### src/rtl/alu_cmd_ctrl.sv
// Command sequencer in front of the ALU: collects a header/opA/opB byte frame,
// fires the ALU once, waits for the result with a timeout and streams it back LS byte first.
module alu_cmd_ctrl #(
   parameter int unsigned DATA_W  = 8,
   parameter logic [3:0]  HDR     = 4'hA,
   parameter int unsigned TIMEOUT = 15
) (
   input  logic                  CLK,
   input  logic                  RST,
   input  logic [7:0]            rx_data,
   input  logic                  rx_valid,
   output logic [3:0]            ALU_FUN,
   output logic                  alu_en,
   output logic [DATA_W-1:0]     op_a,
   output logic [DATA_W-1:0]     op_b,
   input  logic [2*DATA_W-1:0]   alu_out,
   input  logic                  alu_out_valid,
   output logic [7:0]            tx_data,
   output logic                  tx_valid,
   input  logic                  tx_ready,
   output logic                  busy,
   output logic                  frame_err,
   output logic                  rx_ovr
);

   localparam int unsigned RES_W = 2 * DATA_W;
   localparam int unsigned CNT_W = 8;

   typedef enum logic [2:0] {
      S_IDLE,
      S_GET_A,
      S_GET_B,
      S_EXEC,
      S_WAIT_RES,
      S_SEND_LO,
      S_SEND_HI
   } state_t;

   state_t              state_q, state_d;
   logic [3:0]          fun_q, fun_d;
   logic [DATA_W-1:0]   op_a_q, op_a_d;
   logic [DATA_W-1:0]   op_b_q, op_b_d;
   logic [RES_W-1:0]    res_q, res_d;
   logic [CNT_W-1:0]    cnt_q, cnt_d;
   logic [CNT_W-1:0]    cnt_inc;
   logic [7:0]          tx_data_q, tx_data_d;
   logic                tx_valid_q, tx_valid_d;
   logic                alu_en_q, alu_en_d;
   logic                busy_q, busy_d;
   logic                frame_err_q, frame_err_d;
   logic                rx_ovr_q, rx_ovr_d;

   // Next-state and registered-output logic
   always_comb begin
      state_d     = state_q;
      fun_d       = fun_q;
      op_a_d      = op_a_q;
      op_b_d      = op_b_q;
      res_d       = res_q;
      cnt_d       = cnt_q;
      cnt_inc     = cnt_q + CNT_W'(1);
      tx_data_d   = tx_data_q;
      tx_valid_d  = tx_valid_q;
      frame_err_d = 1'b0;
      rx_ovr_d    = 1'b0;

      case (state_q)
         S_IDLE: begin
            if (rx_valid) begin
               if (rx_data[7:4] == HDR) begin
                  fun_d   = rx_data[3:0];
                  state_d = S_GET_A;
               end else begin
                  frame_err_d = 1'b1;
               end
            end
         end
         S_GET_A: begin
            if (rx_valid) begin
               op_a_d  = DATA_W'(rx_data);
               state_d = S_GET_B;
            end
         end
         S_GET_B: begin
            if (rx_valid) begin
               op_b_d  = DATA_W'(rx_data);
               state_d = S_EXEC;
            end
         end
         S_EXEC: begin
            cnt_d   = '0;
            state_d = S_WAIT_RES;
         end
         S_WAIT_RES: begin
            // A result arriving on the timeout cycle still wins
            if (alu_out_valid) begin
               res_d      = alu_out;
               tx_data_d  = 8'(alu_out);
               tx_valid_d = 1'b1;
               state_d    = S_SEND_LO;
            end else if (cnt_inc == CNT_W'(TIMEOUT)) begin
               cnt_d       = cnt_inc;
               frame_err_d = 1'b1;
               state_d     = S_IDLE;
            end else begin
               cnt_d = cnt_inc;
            end
         end
         S_SEND_LO: begin
            if (tx_ready) begin
               tx_data_d = 8'(res_q >> DATA_W);
               state_d   = S_SEND_HI;
            end
         end
         S_SEND_HI: begin
            if (tx_ready) begin
               tx_valid_d = 1'b0;
               state_d    = S_IDLE;
            end
         end
         default: state_d = S_IDLE;
      endcase

      // Bytes arriving while a frame is in flight are dropped
      rx_ovr_d = rx_valid && (state_q inside {S_EXEC, S_WAIT_RES, S_SEND_LO, S_SEND_HI});
      alu_en_d = (state_d == S_EXEC);
      busy_d   = (state_d != S_IDLE);
   end

   always_ff @(posedge CLK) begin
      if (RST) begin
         state_q     <= S_IDLE;
         fun_q       <= '0;
         op_a_q      <= '0;
         op_b_q      <= '0;
         res_q       <= '0;
         cnt_q       <= '0;
         tx_data_q   <= '0;
         tx_valid_q  <= 1'b0;
         alu_en_q    <= 1'b0;
         busy_q      <= 1'b0;
         frame_err_q <= 1'b0;
         rx_ovr_q    <= 1'b0;
      end else begin
         state_q     <= state_d;
         fun_q       <= fun_d;
         op_a_q      <= op_a_d;
         op_b_q      <= op_b_d;
         res_q       <= res_d;
         cnt_q       <= cnt_d;
         tx_data_q   <= tx_data_d;
         tx_valid_q  <= tx_valid_d;
         alu_en_q    <= alu_en_d;
         busy_q      <= busy_d;
         frame_err_q <= frame_err_d;
         rx_ovr_q    <= rx_ovr_d;
      end
   end

   assign ALU_FUN   = fun_q;
   assign op_a      = op_a_q;
   assign op_b      = op_b_q;
   assign tx_data   = tx_data_q;
   assign tx_valid  = tx_valid_q;
   assign alu_en    = alu_en_q;
   assign busy      = busy_q;
   assign frame_err = frame_err_q;
   assign rx_ovr    = rx_ovr_q;

endmodule

### config.mk
export PLATFORM = sky130hd
export DESIGN_NAME = alu_cmd_ctrl
export DESIGN_NICKNAME = d
export VERILOG_FILES = /design/src/rtl/alu_cmd_ctrl.sv
export SDC_FILE = /design/constraint.sdc
export NUM_CORES = 1
export LEC_CHECK = 0
export CORE_MARGIN = 8
export CORE_UTILIZATION = 51
export CTS_CLUSTER_SIZE = 40
export DETAILED_ROUTE_END_ITERATION = 16
export GPL_TIMING_DRIVEN = 0
export PLACE_DENSITY = 0.95
export SYNTH_ARGS = -nofsm -noshare
export SYNTH_HDL_FRONTEND = slang
export SYNTH_SLANG_ARGS = --single-unit
### constraint.sdc
create_clock -name CLK -period 2.2 [get_ports CLK]
set_input_delay 0.22 -clock CLK [delete_from_list [all_inputs] [get_ports CLK]]
set_output_delay 0.22 -clock CLK [all_outputs]
set_load 0.03 [all_outputs]
---- Word-level counts from Yosys, hierarchy flattened ----
Cells that the tools add are included.
storage, ports and cells
  register bits ........................... 60
  input bits .............................. 29
  output and inout port bits .............. 33
  word-level logic and storage cells ...... 62
operators by class
  add/subtract/negate cells ............... 1
  equal/unequal tests ..................... 13
  mux-type cells .......................... 22
  reductions and logical operators ........ 14
operator list
  cell                 number
  $pmux 8 s2           2
  $mux 3               8
  $mux 8               3
  $pmux 3 s7           1
  $eq 3x2->1 const B   3
  $eq 3x3->1 const B   3
  $reduce_and 3->1     3
  $add 8x1->8 const B  1
  $eq 8x4->1 const B   1
  $ne 2x2->1 const B   4
  $reduce_and 2->1     4
  $mux 1               6
  $reduce_bool 2->1    3
  $eq 4x4->1 const B   1
  $pmux 1 s2           2
  $reduce_bool 4->1    1
  $eq 3x1->1 const B   1
  $logic_not 3->1      1
  $reduce_bool 3->1    1
  $logic_and 1x1->1    1

---- Longest topological paths before layout ----
Gate-level depths: netlist of the first run.
  depth after elaboration ................. 6
  mapped depth ............................ 7
  gate-level depth less buffers ........... 5

---- Worst setup path before layout of the first run ----
No wires, ideal clock.
  path type ............................... reg-to-reg
  from .................................... register state_q[2]
  to ...................................... register fun_q[3], in the netlist ALU_FUN[3]
  setup time .............................. 0.128 ns
  arrival ................................. 1.398 ns
  required time ........................... 2.072 ns
  slack ................................... 0.675 ns
  cell stages (with the launch flop) ...... 6
  path buffers ............................ 1
  clock period less this slack ............ 1.525 ns
  cell sequence ........................... dfxtp_1 buf_6 or3b_4 nor3b_4 mux2i_1 nor2_1
between the ends
  longest elaborated chain between the ends .. 2
ends and longest elaborated chain
  item                               line  RTL
  from (decl)                        39    state_t state_q, state_d;
  from (signal assigned)             145   state_q <= state_d;
  $logic_not 3->1                    67    case (state_q)
  $reduce_and 3->1 (no source line)  n/a
  to (signal assigned)               146   fun_q <= fun_d;
  to (decl)                          40    logic [3:0] fun_q, fun_d;
Every way passes these cells.
A chain may end at the register's enable or synchronous reset.

---- Final worst setup path of the first run ----
  from .................................... input port rx_data[5]
  to ...................................... register fun_q[1], in the netlist ALU_FUN[1]
between the ends
  longest elaborated chain between the ends .. 2
ends and longest elaborated chain
  item                               line  RTL
  from (decl)                        10    input logic [7:0] rx_data,
  $eq 4x4->1                         70    if (rx_data[7:4] == HDR) begin
  $reduce_and 3->1 (no source line)  n/a
Every way passes these cells.

==> results of run 1 <==
## stage by stage
stage                     util, %  hold WS, ns  worst slack (ns)  instances
after floorplan                 -        0.349             0.675        263
after global placement       68.5        0.441            0.0673        376
after detailed placement     68.5        0.450            0.0683        376
after CTS                    71.3        0.446             0.378        384
after global routing         71.3        0.446             0.239        384
final                        71.3        0.451             0.355        384
## area by class of cell
type	count	area, um2	share of cell area [%]
plain buffers	20	103	3.33
repair buffers	61	611	19.8
clock inverters	2	38.8	1.26
clock buffers	6	82.6	2.68
flip-flops and latches	52	1040	33.8
inverters	5	18.8	0.609
multi-input cells	186	1120	36.5
well taps	52	65.1	2.11
## per-layer routing
metal	vias up	GRT usage (%)	share of wire (%)
li1	1051	-	-
met1	991	19.1	40
met2	90	28.9	47
met3	9	9.86	12
met4	0	5.75	1.4
met5	-	0	0
## critical path, cell delays in order
cell and delay [ns]:
clkdlybuf4s50_1 0.53, nor4bb_1 0.55, nor3b_4 0.45, mux2i_1 0.24, nor2_1 0.05
## registers in the layout, indices dropped and copies added, names as in the netlist
name       cells
op_a           8
state_q        3
busy           1
rx_ovr         1
alu_en         1
tx_valid       1
cnt_q          8
tx_data        8
res_q          8
ALU_FUN        4
op_b           8
frame_err      1
## synthesized netlist by cell type, drive strengths merged (2+ instances only)
cell and count:
dfxtp 52, nand2 49, nor2 28, a21oi 24, mux2i 13, a311oi 11
clkbuf 11, nand3 11, buf 9, inv 5, o21ai 5, nand2b 4
a211oi 3, a41oi 3, mux2 3, nor2b 3, nor3b 3, and3 2
ha 2, nand3b 2
## worst min path at each step
stage	from	end	slack, ns	cells past startpoint
CTS	alu_out[11]	res_q[11]$_SDFFE_PP0P_	0.45	3
finish	alu_out[8]	res_q[8]$_SDFFE_PP0P_	0.45	3
detailed placement	op_b[1]$_SDFFE_PP0P_	op_b[1]$_SDFFE_PP0P_	0.45	2
floorplan	rx_valid	rx_ovr$_SDFF_PP0_	0.35	2
global route	alu_out[8]	res_q[8]$_SDFFE_PP0P_	0.45	3
global placement	op_b[1]$_SDFFE_PP0P_	op_b[1]$_SDFFE_PP0P_	0.44	2
## power groups by stage
stage / clock network [mW] / registers (mW) / logic [mW]
after floorplan: 0 / 1.05 / 0.120
after global placement: 0 / 1.01 / 0.285
after detailed placement: 0 / 1.01 / 0.291
after CTS: 0.698 / 0.986 / 0.295
after global routing: 0.741 / 0.990 / 0.319
final: 0.680 / 0.986 / 0.294
## kinds of logic (layout without fill, tap and decap cells)
| family | after synthesis | after routing | share of synthesized area (%) |
|---|---|---|---|
| DFF | 52 | 52 | 45.5 |
| xor gates and xnor gates | 2 | 2 | 0.766 |
| adders and majority gates | 2 | 2 | 1.09 |
| AOI/OAI and AO/OA | 52 | 52 | 15.3 |
| buffers and inverters | 25 | 94 | 5.31 |
| and+or+nand+nor | 114 | 114 | 24.8 |
| muxes | 16 | 16 | 7.17 |
==> reports/summary.txt, run 1 <==
status: finished, final reports clean
Worst setup SP type: primary input
final hold vios: 0
origin of the worst setup path: rx_data[5]
crit path DAT: 2.04 ns
clk_lat worst skew: 0.31 ns
Netlist cell types: 47
Area after DPL: 2960 um2
antenna cells: 0
slew at the pin closest to its max-slew limit: 0.555 ns
first-pass GRT wire length: 10300 um
WS Path Type: primary input to register
top cell type's share of synthesized area: 45.5%
Peak VDD IR: 0.434 mV
area grow syn2layout: 34.8%
vias per std cell: 5.58
global route overflow: 0
# fillers: 332
core region area: 4320 um2
power share of the clock group: 34.7%
Worst R2R Start: state_q[0]$_SDFF_PP0_
CTS clk-pin slew, worst paths: 0.09 ns
Sw Share: 24.6%
share of flip-flops with an asynchronous set or reset: 0%
Power Density: 635 nW/um2
most area-consuming cells after synthesis: dfxtp_1, nand2_1, mux2i_1
gpl congestion: 0.883
post-CTS setup buffers: 0
post-CTS sizing: 0
IO buf count: 61
#FFs+latches synth: 52
most common cell after layout, fill and taps aside: clkdlybuf4s50_1
fin area: 3080 um2
Int Power: 1.48 mW
Starting DRT DRC Count: 278
Slew Limit Headroom: 62.5%
CTS Hold Bufs: 0
Die Wd: 83.0 um
Sink Count: 52
# rows: 24
leakage: 1.07 nW
Mapped Cells: 263
DIE HEIGHT: 83.0 um
syn avg cell area: 8.70 um2
most frequent cells in the layout: clkdlybuf4s50_1, dfxtp_1, nand2_1
Post-synth EDFFs: 0
Slew Viols, Final: 0
CTS Buf Count: 5
DRT Pass-1 Iters: 4
Routed WL: 6020 um
Hold WC Path Type: primary input to register
Worst EP required: 2.39 ns
root buffer cell: clkbuf_8
die footprint: 6880 um2
Tcrit/Tclk final: 83.9%
CTS tree: yes
Achievable Freq: 0.542 GHz
Final Power: 1.96 mW
Synthesized Nets: 294
Post-Syn Area: 2290 um2
nets: 362
Initial Util: 52.9%
crit path to: ALU_FUN[1]$_SDFFE_PP0P_
CP max FO: 4
largest net degree at the start of global routing: 17
DR vias: 2141
Logic pwr share: 15.0%
Clock Skews: 0.00991 ns
RSZ-0062 raised after global routing: false
top_reg_cell synth: dfxtp_1
reg-to-reg slack, setup: 0.44 ns
share of post-route cells with drive strength above 1: 8.43%
# setup viols final: 0
initial antenna violation count: 0
post-synthesis sequential area ratio: 45.5%
Reg-to-Reg End: op_a[7]$_SDFFE_PP0P_
final antenna-violating net count: 0
worst r2r path cells: 7
Max Buffers Root-to-Sink: 2
post-route minimum period: 1.84 ns
Sequential Power Share: 50.3%
Synth area leader: dfxtp_1
Setup crit end kind: register
Switch Pwr: 0.482 mW
Yosys warnings: 0
WL/cell: 15.7 um
H-tree depth: 2
DR DRC count: 0
Final TNS setup: 0 ns
I/O pin cnt: 62
DP Wirelength: 4460 um
Max-Cap Viols: 0
GRT Overall Usage: 17.8%
vias in the first global route: 2145
No activity file was read; power rests on OpenSTA's default activity.
==> run 2, diff against run 1 <==
CORE_UTILIZATION = 48   (was 51)
PLACE_DENSITY = 0.92   (was 0.95)
clock period = 1.8 ns   (was 2.2 ns; I/O delays follow)
==> run 2 against run 1 <==
Critical path depth unchanged; utilization decreased by 4.7 points; total power increased by 21%; largest power group unchanged; critical endpoint unchanged; clock skew increased by 0.0017 ns; first-iteration DRC count decreased by 15%.
==> reports/summary.txt, run 2 (synthesis results as in run 1) <==
Routed WL: 5950 um
area grow syn2layout: 35.8%
Worst R2R Start: state_q[2]$_SDFF_PP0_
Hold Path Stages: 3
Achievable Freq: 0.580 GHz
most common cell after layout, fill and taps aside: clkdlybuf4s50_1
Core Util, Final: 66.6%
worst r2r path cells: 5
IO buf count: 61
gpl congestion: 0.896
Switch Pwr: 0.598 mW
Hold WC Path Type: primary input to register
Sink Count: 52
H-tree depth: 2
core region area: 4660 um2
nets: 362
CP max FO: 10
antenna cells: 0
setup slack after layout: 0.0768 ns
initial antenna violation count: 0
first-pass GRT wire length: 9220 um
Worst setup SP type: register
DRT Pass-1 Iters: 7
hold_ws: 0.416 ns
clk_lat worst skew: 0.31 ns
reg-to-reg slack, setup: 0.08 ns
final antenna-violating net count: 0
Clock Skews: 0.0116 ns
Place WS: -0.323 ns
Sw Share: 25.2%
Tcrit/Tclk final: 95.7%
Slew Viols, Final: 0
CTS tree: yes
hold path endpoint: res_q[8]$_SDFFE_PP0P_
WS Path Type: register to register
Reg-to-Reg End: ALU_FUN[1]$_SDFFE_PP0P_
I/O pin cnt: 62
Worst EP required: 1.98 ns
Logic pwr share: 15.4%
root buffer cell: clkbuf_8
power share of the clock group: 33.9%
die footprint: 7230 um2
Int Power: 1.78 mW
global route overflow: 0
Max stage delay cell, worst path: dfxtp_1
vias per std cell: 5.46
post-CTS setup buffers: 0
CTS clk-pin slew, worst paths: 0.10 ns
CTS Buf Count: 5
Power Density: 765 nW/um2
share of post-route cells with drive strength above 1: 8.43%
# fillers: 367
Slew Limit Headroom: 64.3%
final hold vios: 0
Max Buffers Root-to-Sink: 2
status: finished, final reports clean
Starting DRT DRC Count: 235
leakage: 1.07 nW
Setup crit end kind: register
Multi-input gate area: 1150 um2
# setup viols final: 0
CP Cell Sequence: buf_6 > or3b_4 > nor3b_4 > mux2i_1 > nor2_1
worst hold start: alu_out[8]
vias in the first global route: 2044
DR vias: 2108
most frequent cells in the layout: clkdlybuf4s50_1, dfxtp_1, nand2_1
GRT Overall Usage: 15.7%
DIE HEIGHT: 85.0 um
Final Power: 2.38 mW
Initial Util: 49.1%
Sequential Power Share: 50.7%
Register Area: 1040 um2
# rows: 25
Die Wd: 85.0 um
slew at the pin closest to its max-slew limit: 0.535 ns
Critical Path Max Stage Delay: 0.40 ns
crit path DAT: 1.90 ns
largest net degree at the start of global routing: 17
Peak VDD IR: 0.453 mV
DR DRC count: 0
Max-Cap Viols: 0
WL/cell: 15.4 um
DP Wirelength: 4510 um
post-route minimum period: 1.72 ns
CTS Hold Bufs: 0
-- run 2: cell count changes in the layout (fill, tap and decap cells not counted), sizes merged --
cell | before | now
buf | 9 | 7
clkinv | 1 | 0
inv | 5 | 6
clkbuf | 17 | 19
-- run 2: final cells by class --
| cell class | instances | area share, % |
|---|---|---|
| timing repair buffer | 61 | 19.7 |
| buffer | 20 | 3.55 |
| clock inverter | 2 | 1.25 |
| inverter | 5 | 0.604 |
| multi-input combinational | 186 | 36.9 |
| tap | 54 | 2.18 |
| sequential | 52 | 33.5 |
| clock buffer | 6 | 2.34 |
-- run 2: power groups by stage --
stage	logic [mW]	clock network [mW]	registers [mW]
6_report	0.366	0.805	1.21
5_1_grt	0.392	0.866	1.21
4_1_cts	0.359	0.811	1.20
3_5_place_dp	0.356	0	1.23
3_3_place_gp	0.349	0	1.23
2_1_floorplan	0.146	0	1.28
-- run 2: worst max-delay path: cells and delay by family (launching register included) --
| family | cells | cell delay, ns |
|---|---|---|
| and+or+nand+nor | 3 | 0.78 |
| DFF | 1 | 0.40 |
| muxes | 1 | 0.23 |
| buffers and inverters | 1 | 0.18 |
-- run 2: routing by layer --
layer	vias to the layer above	share of wire, %	track usage (%)
met3	9	11	8.01
met1	965	42	17.8
met2	87	46	24.7
met5	-	0	0
li1	1047	-	-
met4	0	1.3	5.34
-- run 2: through the flow --
step | cell area (um2) | setup TNS [ns] | cells
after floorplan | 2290 | 0 | 263
after global placement | 2970 | -1.20 | 378
after detailed placement | 2970 | -2.27 | 378
after CTS | 3080 | 0 | 386
after global routing | 3110 | -0.0439 | 386
final | 3110 | 0 | 386
-- run 2: worst max path at each step --
stage	start	endpoint	depth (start not counted)
after floorplan	state_q[2]$_SDFF_PP0_	ALU_FUN[3]$_SDFFE_PP0P_	5
after global placement	rx_data[5]	ALU_FUN[3]$_SDFFE_PP0P_	5
after detailed placement	rx_data[5]	ALU_FUN[0]$_SDFFE_PP0P_	5
after CTS	state_q[0]$_SDFF_PP0_	op_a[1]$_SDFFE_PP0P_	7
after global routing	state_q[0]$_SDFF_PP0_	res_q[14]$_SDFFE_PP0P_	6
final	state_q[2]$_SDFF_PP0_	ALU_FUN[1]$_SDFFE_PP0P_	5
-- run 2: what timing repair did --
action	CTS	global route
gates resized for setup	1	6
endpoints found under the hold margin	0	0
endpoints found under the setup margin	2	17
cloned	0	0
pin swaps	0	1
